--- src/rtl/j1_io_pkg.sv ---
// Shared definitions for the J1 I/O bus bridge: FSM encoding, error-flag
// bit positions and the internal status page.
package j1_io_pkg;

    localparam int SLOT_W = 3;

    localparam logic [7:0] STATUS_PAGE = 8'hFF;

    localparam int FLAG_MISS  = 0;
    localparam int FLAG_TO    = 1;
    localparam int FLAG_PROTO = 2;

    typedef enum logic [1:0] {
        ST_IDLE   = 2'd0,
        ST_ACCESS = 2'd1,
        ST_DONE   = 2'd2
    } state_t;

endpackage

--- src/rtl/j1_io_decode.sv ---
// Page decoder: compares the CPU page against every slot page and returns
// the lowest matching slot index plus a hit flag.
module j1_io_decode
    import j1_io_pkg::*;
#(
    parameter int                  NSLOTS     = 4,
    parameter logic [NSLOTS*8-1:0] SLOT_PAGES = {8'h71, 8'h70, 8'h69, 8'h67}
) (
    input  logic [7:0]        i_page,
    output logic              o_hit,
    output logic [SLOT_W-1:0] o_slot
);

    // Scan from the top so the lowest matching index is the last one written.
    always_comb begin
        o_hit  = 1'b0;
        o_slot = '0;
        for (int i = NSLOTS - 1; i >= 0; i--) begin
            if (SLOT_PAGES[8*i +: 8] == i_page) begin
                o_hit  = 1'b1;
                o_slot = SLOT_W'(i);
            end
        end
    end

endmodule

--- src/rtl/j1_io_bus.sv ---
// J1 CPU to peripheral-slot bridge. One transfer at a time; the CPU is
// stalled from the request cycle until the DONE cycle.
// Optional build macro J1_IO_BUS_STATUS_EN maps page 8'hFF to an internal
// status register (read flags / write-one-to-clear flags).
//
// state  | meaning
// -------+----------------------------------------------------------
// IDLE   | waiting for rd/wr; request fields latched when one arrives
// ACCESS | slot selected, waiting for its ready or the wait limit
// DONE   | one cycle, stall released, read data valid on j1_io_din
module j1_io_bus
    import j1_io_pkg::*;
#(
    parameter int                  NSLOTS     = 4,
    parameter logic [NSLOTS*8-1:0] SLOT_PAGES = {8'h71, 8'h70, 8'h69, 8'h67},
    parameter int                  TIMEOUT    = 15,
    parameter logic [15:0]         MISS_DATA  = 16'h0666,
    parameter logic [15:0]         TO_DATA    = 16'hDEAD
) (
    input  logic                   sys_clk_i,
    input  logic                   sys_rst_i,
    input  logic                   j1_io_rd,
    input  logic                   j1_io_wr,
    input  logic [15:0]            j1_io_addr,
    input  logic [15:0]            j1_io_dout,
    output logic [15:0]            j1_io_din,
    output logic                   j1_stall,
    output logic [NSLOTS-1:0]      per_cs,
    output logic                   per_rd,
    output logic                   per_wr,
    output logic [7:0]             per_addr,
    output logic [15:0]            per_wdata,
    input  logic [NSLOTS*16-1:0]   per_rdata,
    input  logic [NSLOTS-1:0]      per_ready,
    output logic [2:0]             err_flags
);

    state_t              r_state;
    logic [SLOT_W-1:0]   r_slot;
    logic                r_wr;
    logic [7:0]          r_cnt;
    logic [2:0]          r_flags;
    logic [NSLOTS-1:0]   r_cs;
    logic                r_rd_o;
    logic                r_wr_o;
    logic [7:0]          r_addr;
    logic [15:0]         r_wdata;
    logic [15:0]         r_din;

    logic                w_req;
    logic                w_wr;
    logic                w_proto;
    logic                w_hit;
    logic                w_status;
    logic [SLOT_W-1:0]   w_slot;
    logic [NSLOTS-1:0]   w_cs_hot;
    logic                w_ready;
    logic [15:0]         w_rdata;
    logic [7:0]          w_cnt_next;
    logic                w_expired;
    logic [2:0]          w_set;
    logic [2:0]          w_clr;

    assign w_req   = j1_io_rd | j1_io_wr;
    assign w_wr    = j1_io_wr;
    assign w_proto = j1_io_rd & j1_io_wr;

    j1_io_decode #(
        .NSLOTS     (NSLOTS),
        .SLOT_PAGES (SLOT_PAGES)
    ) u_decode (
        .i_page (j1_io_addr[15:8]),
        .o_hit  (w_hit),
        .o_slot (w_slot)
    );

`ifdef J1_IO_BUS_STATUS_EN
    assign w_status = (j1_io_addr[15:8] == STATUS_PAGE);
`else
    assign w_status = 1'b0;
`endif

    // One-hot select for the incoming slot, and ready/rdata of the latched slot.
    always_comb begin
        w_cs_hot = '0;
        w_ready  = 1'b0;
        w_rdata  = '0;
        for (int i = 0; i < NSLOTS; i++) begin
            if (w_slot == SLOT_W'(i)) w_cs_hot[i] = 1'b1;
            if (r_slot == SLOT_W'(i)) begin
                w_ready = per_ready[i];
                w_rdata = per_rdata[16*i +: 16];
            end
        end
    end

    // Flag updates for a request accepted in IDLE; the status page has
    // priority over the slot map and is never a miss.
    always_comb begin
        w_set             = '0;
        w_set[FLAG_PROTO] = w_proto;
        w_set[FLAG_MISS]  = ~w_status & ~w_hit;
        w_clr             = (w_status & w_wr) ? j1_io_dout[2:0] : 3'b000;
    end

    // Abort once the ACCESS cycle being completed is the TIMEOUT-th one.
    assign w_cnt_next = r_cnt + 8'd1;
    assign w_expired  = (w_cnt_next == 8'(TIMEOUT));

    assign j1_stall  = (r_state == ST_ACCESS) | ((r_state == ST_IDLE) & w_req);
    assign j1_io_din = r_din;
    assign per_cs    = r_cs;
    assign per_rd    = r_rd_o;
    assign per_wr    = r_wr_o;
    assign per_addr  = r_addr;
    assign per_wdata = r_wdata;
    assign err_flags = r_flags;

    // Transfer FSM with registered peripheral strobes and read-data capture.
    always_ff @(posedge sys_clk_i) begin
        if (sys_rst_i) begin
            r_state <= ST_IDLE;
            r_slot  <= '0;
            r_wr    <= 1'b0;
            r_cnt   <= '0;
            r_flags <= '0;
            r_cs    <= '0;
            r_rd_o  <= 1'b0;
            r_wr_o  <= 1'b0;
            r_addr  <= '0;
            r_wdata <= '0;
            r_din   <= '0;
        end else begin
            case (r_state)
                ST_IDLE: begin
                    if (w_req) begin
                        r_addr  <= j1_io_addr[7:0];
                        r_wdata <= j1_io_dout;
                        r_wr    <= w_wr;
                        r_slot  <= w_slot;
                        r_flags <= (r_flags & ~w_clr) | w_set;
                        if (w_status) begin
                            r_state <= ST_DONE;
                            if (!w_wr) r_din <= {13'b0, r_flags};
                        end else if (w_hit) begin
                            r_state <= ST_ACCESS;
                            r_cnt   <= '0;
                            r_cs    <= w_cs_hot;
                            r_rd_o  <= ~w_wr;
                            r_wr_o  <= w_wr;
                        end else begin
                            r_state <= ST_DONE;
                            if (!w_wr) r_din <= MISS_DATA;
                        end
                    end
                end
                ST_ACCESS: begin
                    r_cnt <= w_cnt_next;
                    if (w_ready || w_expired) begin
                        r_state <= ST_DONE;
                        r_cs    <= '0;
                        r_rd_o  <= 1'b0;
                        r_wr_o  <= 1'b0;
                        if (w_ready) begin
                            if (!r_wr) r_din <= w_rdata;
                        end else begin
                            r_flags[FLAG_TO] <= 1'b1;
                            if (!r_wr) r_din <= TO_DATA;
                        end
                    end
                end
                ST_DONE: r_state <= ST_IDLE;
                default: r_state <= ST_IDLE;
            endcase
        end
    end

endmodule

--- config.mk ---
export PLATFORM = sky130hd
export DESIGN_NAME = j1_io_bus
export DESIGN_NICKNAME = d
export VERILOG_FILES = /design/src/rtl/j1_io_pkg.sv /design/src/rtl/j1_io_decode.sv /design/src/rtl/j1_io_bus.sv
export SDC_FILE = /design/constraint.sdc
export NUM_CORES = 1
export LEC_CHECK = 0
export ABC_AREA = 1
export BUFFER_PORTS_ARGS = -buffer_cell sky130_fd_sc_hd__buf_2
export CORE_ASPECT_RATIO = 0.8
export CORE_MARGIN = 2
export CORE_UTILIZATION = 51
export CTS_CLUSTER_SIZE = 40
export DETAILED_ROUTE_END_ITERATION = 10
export HOLD_SLACK_MARGIN = 0.12
export MAX_ROUTING_LAYER = met4
export PLACE_DENSITY = 0.87
export SYNTH_ARGS = -nofsm -noshare
export SYNTH_HDL_FRONTEND = slang
export SYNTH_SLANG_ARGS = --single-unit
--- constraint.sdc ---
create_clock -name sys_clk_i -period 3.65 [get_ports sys_clk_i]
set_input_delay 0.73 -clock sys_clk_i [delete_from_list [all_inputs] [get_ports sys_clk_i]]
set_output_delay 0.73 -clock sys_clk_i [all_outputs]
set_load 0.05 [all_outputs]
## After elaboration in Yosys (flattened, before gate mapping)

Cells that the tools add are included.

- Logic and storage cells: 100
- Output and inout bits: 50
- Input port bits: 104
- Register bits: 63

- Muxes and demuxes: 50
- Equality and inequality tests: 19
- Bitwise gates (word level): 7
- $add $sub $neg: 1
- Reductions and logical operators: 11

Operators with widths:

| cell | count |
|---|---|
| $mux W16 | 11 |
| $eq A7 B8 Y1 const A | 4 |
| $pmux W16 S2 | 1 |
| $mux W1 | 19 |
| $mux W2 | 8 |
| $mux W8 | 2 |
| $pmux W8 S2 | 1 |
| $eq A3 B2 Y1 const B | 4 |
| $mux W4 | 3 |
| $ne A2 B2 Y1 const B | 6 |
| $add A8 B1 Y8 const B | 1 |
| $eq A8 B4 Y1 const B | 1 |
| $pmux W4 S2 | 1 |
| $reduce_and A4 Y1 | 2 |
| $eq A3 B1 Y1 const B | 2 |
| $logic_not A3 Y1 | 2 |
| $pmux W1 S2 | 3 |
| $reduce_and A6 Y1 | 1 |
| $pmux W2 S2 | 1 |
| $reduce_and A2 Y1 | 2 |
| $or A3 B3 Y3 | 1 |
| $reduce_and A3 Y1 | 1 |
| $and A1 B1 Y1 | 2 |
| $eq A2 B1 Y1 const B | 1 |
| other kinds (6) | 8 |

## Depth between registers and ports, before layout

- Depth after elaboration: 10
- Depth in mapped cells: 14

## Hierarchy

Synthesis repeated with hierarchy kept, for this count alone.

- Cell total of the unflattened synthesis: 585
- Area, all modules: 3,585.9 µm²

Modules (own cells, without submodules):

| module | times used | seq. area each (µm²) | cells an instance | area an instance (µm²) |
|---|---|---|---|---|
| j1_io_bus | 1 | 1,261.2 | 557 | 3,465.8 |
| j1_io_decode | 1 | 0.0 | 28 | 120.1 |

## Least setup slack after synthesis

Ideal clock, no wire load.

- Kind: input port to output port
- Start point: input j1_io_wr
- End point: output j1_stall
- Stages on the path: 4
- Path slack: 1,499 ps
- Arrival: 1,421 ps
- Cells stage by stage: nor2_1 nor2_2 nor2_1 inv_1

- Longest elaborated chain between the ends: 3

Ends and longest elaborated chain:

| item | RTL line | RTL |
|---|---|---|
| start, declared | j1_io_bus.sv:23 | `input logic j1_io_wr,` |
| $or A1 B1 Y1 | j1_io_bus.sv:64 | `assign w_req = j1_io_rd \| j1_io_wr;` |
| $and A1 B1 Y1 | j1_io_bus.sv:110 | `assign j1_stall = (r_state == ST_ACCESS) \| ((r_state == ST_IDLE) & w_req);` |
| $or A1 B1 Y1 | j1_io_bus.sv:110 |  |
| end, declared | j1_io_bus.sv:27 | `output logic j1_stall,` |

Every way passes these cells.

## Worst setup path in the final report

- Start point: register r_slot[1]
- End point: register r_din[8], in the netlist j1_io_din[8]

- Longest elaborated chain between the ends: 9

Ends and longest elaborated chain:

| item | RTL line | RTL |
|---|---|---|
| start, declared | j1_io_bus.sv:39 | `logic [SLOT_W-1:0] r_slot;` |
| start signal, assigned | j1_io_bus.sv:140 | `r_slot <= w_slot;` |
| $logic_not A3 Y1 | j1_io_bus.sv:90 | `if (r_slot == SLOT_W'(i)) begin` |
| $mux W16 (4 in series) | j1_io_bus.sv:90 |  |
| $mux W16 | j1_io_bus.sv:165 | `if (!r_wr) r_din <= w_rdata;` |
| $mux W16 | j1_io_bus.sv:164 | `if (w_ready) begin` |
| $mux W16 | j1_io_bus.sv:159 | `if (w_ready \|\| w_expired) begin` |
| $pmux W16 S2 | j1_io_bus.sv:134 | `case (r_state)` |
| end signal, assigned | j1_io_bus.sv:144 | `if (!w_wr) r_din <= {13'b0, r_flags};` |
| end signal, assigned | j1_io_bus.sv:165 |  |
| end, declared | j1_io_bus.sv:48 | `logic [15:0] r_din;` |

Several ways; a longest one is shown, not always the timed one. The select of a mux whose other input is x is not followed.
A chain may end at the register's enable or synchronous reset.

==> summary.md <==
| Metric | Value |
|---|---|
| Setup ws final | 1.18 ns |
| Sequential fraction of the synthesis area | 36.1% |
| Antenna Cells | 0 |
| IO Pins | 154 |
| Routed len/inst | 13.2 um |
| Tightest Hold Check Type | flop to flop |
| Critical path fanouts, max | 20 |
| Area delta synth->final | 27.9% |
| RSZ-0062 raised after global routing | no |
| Total CTS buffers | 9 |
| Syn nets | 645 |
| Global route overflow | 0 |
| Antenna violations before repair | 0 |
| Final Hold Fails | 0 |
| Die Wd | 95.8 um |
| Netlist cell types | 36 |
| FILL cells | 572 |
| Worst IR Drop VDD | 0.000407 V |
| Detail Route met2 WL | 4.66 mm |
| Startpoint types | flop |
| Final #Nets | 788 |
| Post-route cell area | 4400 um^2 |
| Root Buffer | clkbuf_8 |
| First-pass GRT wire length | 16.3 mm |
| Layout cells sized above 1 | 30.9% |
| Critical path class | flop to flop |
| Final max-slew violation count | 0 |
| Vias in the first global route | 3671 |
| Synth warn | 0 |
| Pre-CTS setup slack | 1.14 ns |
| Post-Synthesis Cells | 539 |
| PostCTS Resize Cnt | 0 |
| Port Buffer Count | 153 |
| Crit path DAT | 2.73 ns |
| Fin crit share | 67.6% |
| Seq cells post-synth | 62 |
| GPL Wtd Cong | 0.952 |
| Critical Path Slowest Stage Cell | nor2_2 |
| Area post-placement | 4210 um^2 |
| Leak Pwr | 2.28 nW |
| Max Root-Sink Buffers | 2 |
| Skew-Pair Late Insertion Delay | 0.33 ns |
| Num Clock Sinks | 62 |
| DRT iter0 DRCs | 278 |
| Core Footprint | 6440 um^2 |
| Clock-pin slew on the worst setup and hold paths | 0.07 ns |
| Largest net degree at the start of global routing | 48 |
| Slew @ Worst Pin | 1.25 ns |
| Final Setup Violations | 0 |
| Fin crit period | 2.47 ns |
| DPL Wire Length | 7.57 mm |
| DRT Wirelength | 10.2 mm |
| Highest Signal Layer | met4 |
| Hold Buf Count CTS | 0 |
| Met1 wire length | 4.19 mm |
| Cell Pwr Density | 497 nW/um^2 |
| Total Neg Setup Slack | 0 ns |
| CP Cell Sequence | nor2_2 -> nand2_1 -> nand3_2 -> nand2_4 -> inv_4 -> nor2_8 -> nand2_4 -> nand3_4 -> nand2_1 -> nand2_1 -> nor2_1 |
| Post-CTS Setup Inserts | 0 |
| Syn_area_per_cell | 6.38 um^2 |
| Initial core utilization | 53.4% |
| Slowest stage delay, CP | 0.56 ns |
| Met3 wire length | 1.07 mm |
| CP required | 3.91 ns |
| Antenna Nets Post-Route | 0 |
| WP buf/inv | 1 |
| Drt pass-1 iters | 5 |
| # rows | 26 |
| Remaining DRCs | 0 |
| Final core utilization | 68.3% |
| Synthesized area | 3440 um^2 |
| Max Cap Viol | 0 |
| WHS | 0.449 ns |
| Fmax | 0.406 GHz |
| H-tree Lvls | 3 |
| CTS tree | yes |
| Outcome | completed |
| Relative slew slack | 16.9% |
| Clock skew | 0.00475 ns |
| Crit-path most repeated cell | nand2_1 |
| CP top delay family | simple AND/OR/NAND/NOR gates |
| Die H | 77.4 um |
| Routed via count | 3964 |
| Die area | 7420 um^2 |
| Global Route Usage Sum | 28.7% |
| Vias per cell | 5.15 |
| Endpoint class of the critical path | flop |
-- metal layers --
layer | track usage [%] | vias to the layer above
li1 | - | 1971
met1 | 34.1 | 1758
met2 | 46.7 | 213
met3 | 6.31 | 22
met4 | 11.7 | 0
met5 | - | -
-- placed cells by master, fill, tap and decap left out, types with 5 or more instances in the layout --
cell / instances
clkbuf_8: 13
inv_1: 53
nor2_2: 11
o21ai_0: 50
buf_2: 153
nand3_1: 20
o21ai_1: 5
inv_2: 11
nand2_1: 147
nand4_2: 6
nand4_1: 12
dfxtp_1: 62
a21oi_1: 17
nor2_1: 96
-- state kept, by name (all words and copies together), names as in the netlist, 2 cells and up --
name,flops
r_slot,2
per_cs,4
r_cnt,8
err_flags,3
per_wdata,16
j1_io_din,16
r_state,2
per_addr,8
-- stage by stage --
stage / std cells / power [mW]
after CTS: 770 / 2.20
final: 770 / 2.19
after detailed placement: 755 / 1.63
after floorplan: 539 / 1.42
after global placement: 755 / 1.61
after global routing: 770 / 2.31
-- tightest hold or removal path, cell delays in order, from the launching register on --
cell	delay, ns
dfxtp_1	0.31
inv_1	0.04
a21oi_1	0.05
-- path summary, 6_finish.rpt --
check               startpoint            to  slack (ns)  cells after the start
setup / recovery     r_slot[1]  j1_io_din[8]        1.18                     11
hold / removal    err_flags[2]  err_flags[2]        0.45                      2
setup reg to reg     r_slot[1]  j1_io_din[8]        1.18                     11
hold reg to reg   err_flags[2]  err_flags[2]        0.45                      2
-- power breakdown --
group	leakage, nW	switching (mW)	internal (mW)
Combinational	1.68	0.592	0.219
Clock	0.0958	0.247	0.318
Sequential	0.512	0.0524	0.758
Total	2.28	0.892	1.30
-- cell usage after synthesis --
library cell  instances  area [um^2]
nand3_1              20          100
a21oi_1              17         85.1
nand2_1             147          552
nand2_2               1         6.26
o211ai_1              1         7.51
ha_1                  2         25.0
clkbuf_1             15         56.3
dfxtp_1              62         1240
nor2_2               11         68.8
o21ai_0              50          250
o21ai_1               5         25.0
nor3_1                2         10.0
o2bb2ai_1             1         8.76
a21oi_2               1         8.76
o22a_1                1         8.76
xor2_1                1         8.76
buf_1                 1         3.75
inv_1                53          199
inv_4                 1         6.26
or2_4                 1         8.76
inv_2                11         41.3
or2_2                 3         18.8
nor2_1               96          360
nand3_4               1         17.5
buf_6                 2         22.5
nor2_8                1         20.0
buf_4                 2         15.0
o21a_1                1         7.51
nand4_1              12         75.1
buf_2                 3         15.0
nand4_2               6         75.1
nand2_4               3         33.8
nand3_2               2         20.0
nand3b_1              1         7.51
a21oi_4               1         16.3
nor2_4                1         11.3
-- layout make-up --
| type | count | area (um^2) | area share, % |
|---|---|---|---|
| multi-input cells | 389 | 1840 | 41.8 |
| flip-flops and latches | 62 | 1240 | 28.2 |
| repair buffers | 155 | 781 | 17.8 |
| inverters | 65 | 246 | 5.61 |
| clock buffers | 15 | 186 | 4.24 |
| well taps | 84 | 105 | 2.39 |
-- cell families (layout without fill, tap and decap cells) --
family	after synthesis	count (layout)	synth area share [%]
simple gates	308	308	40.3
buf+inv	88	235	10.4
compound gates	78	78	12.2
flops	62	62	36.1
fa+ha+maj	2	2	0.728
xor+xnor	1	1	0.255
Power figures use the tool's default switching activity.
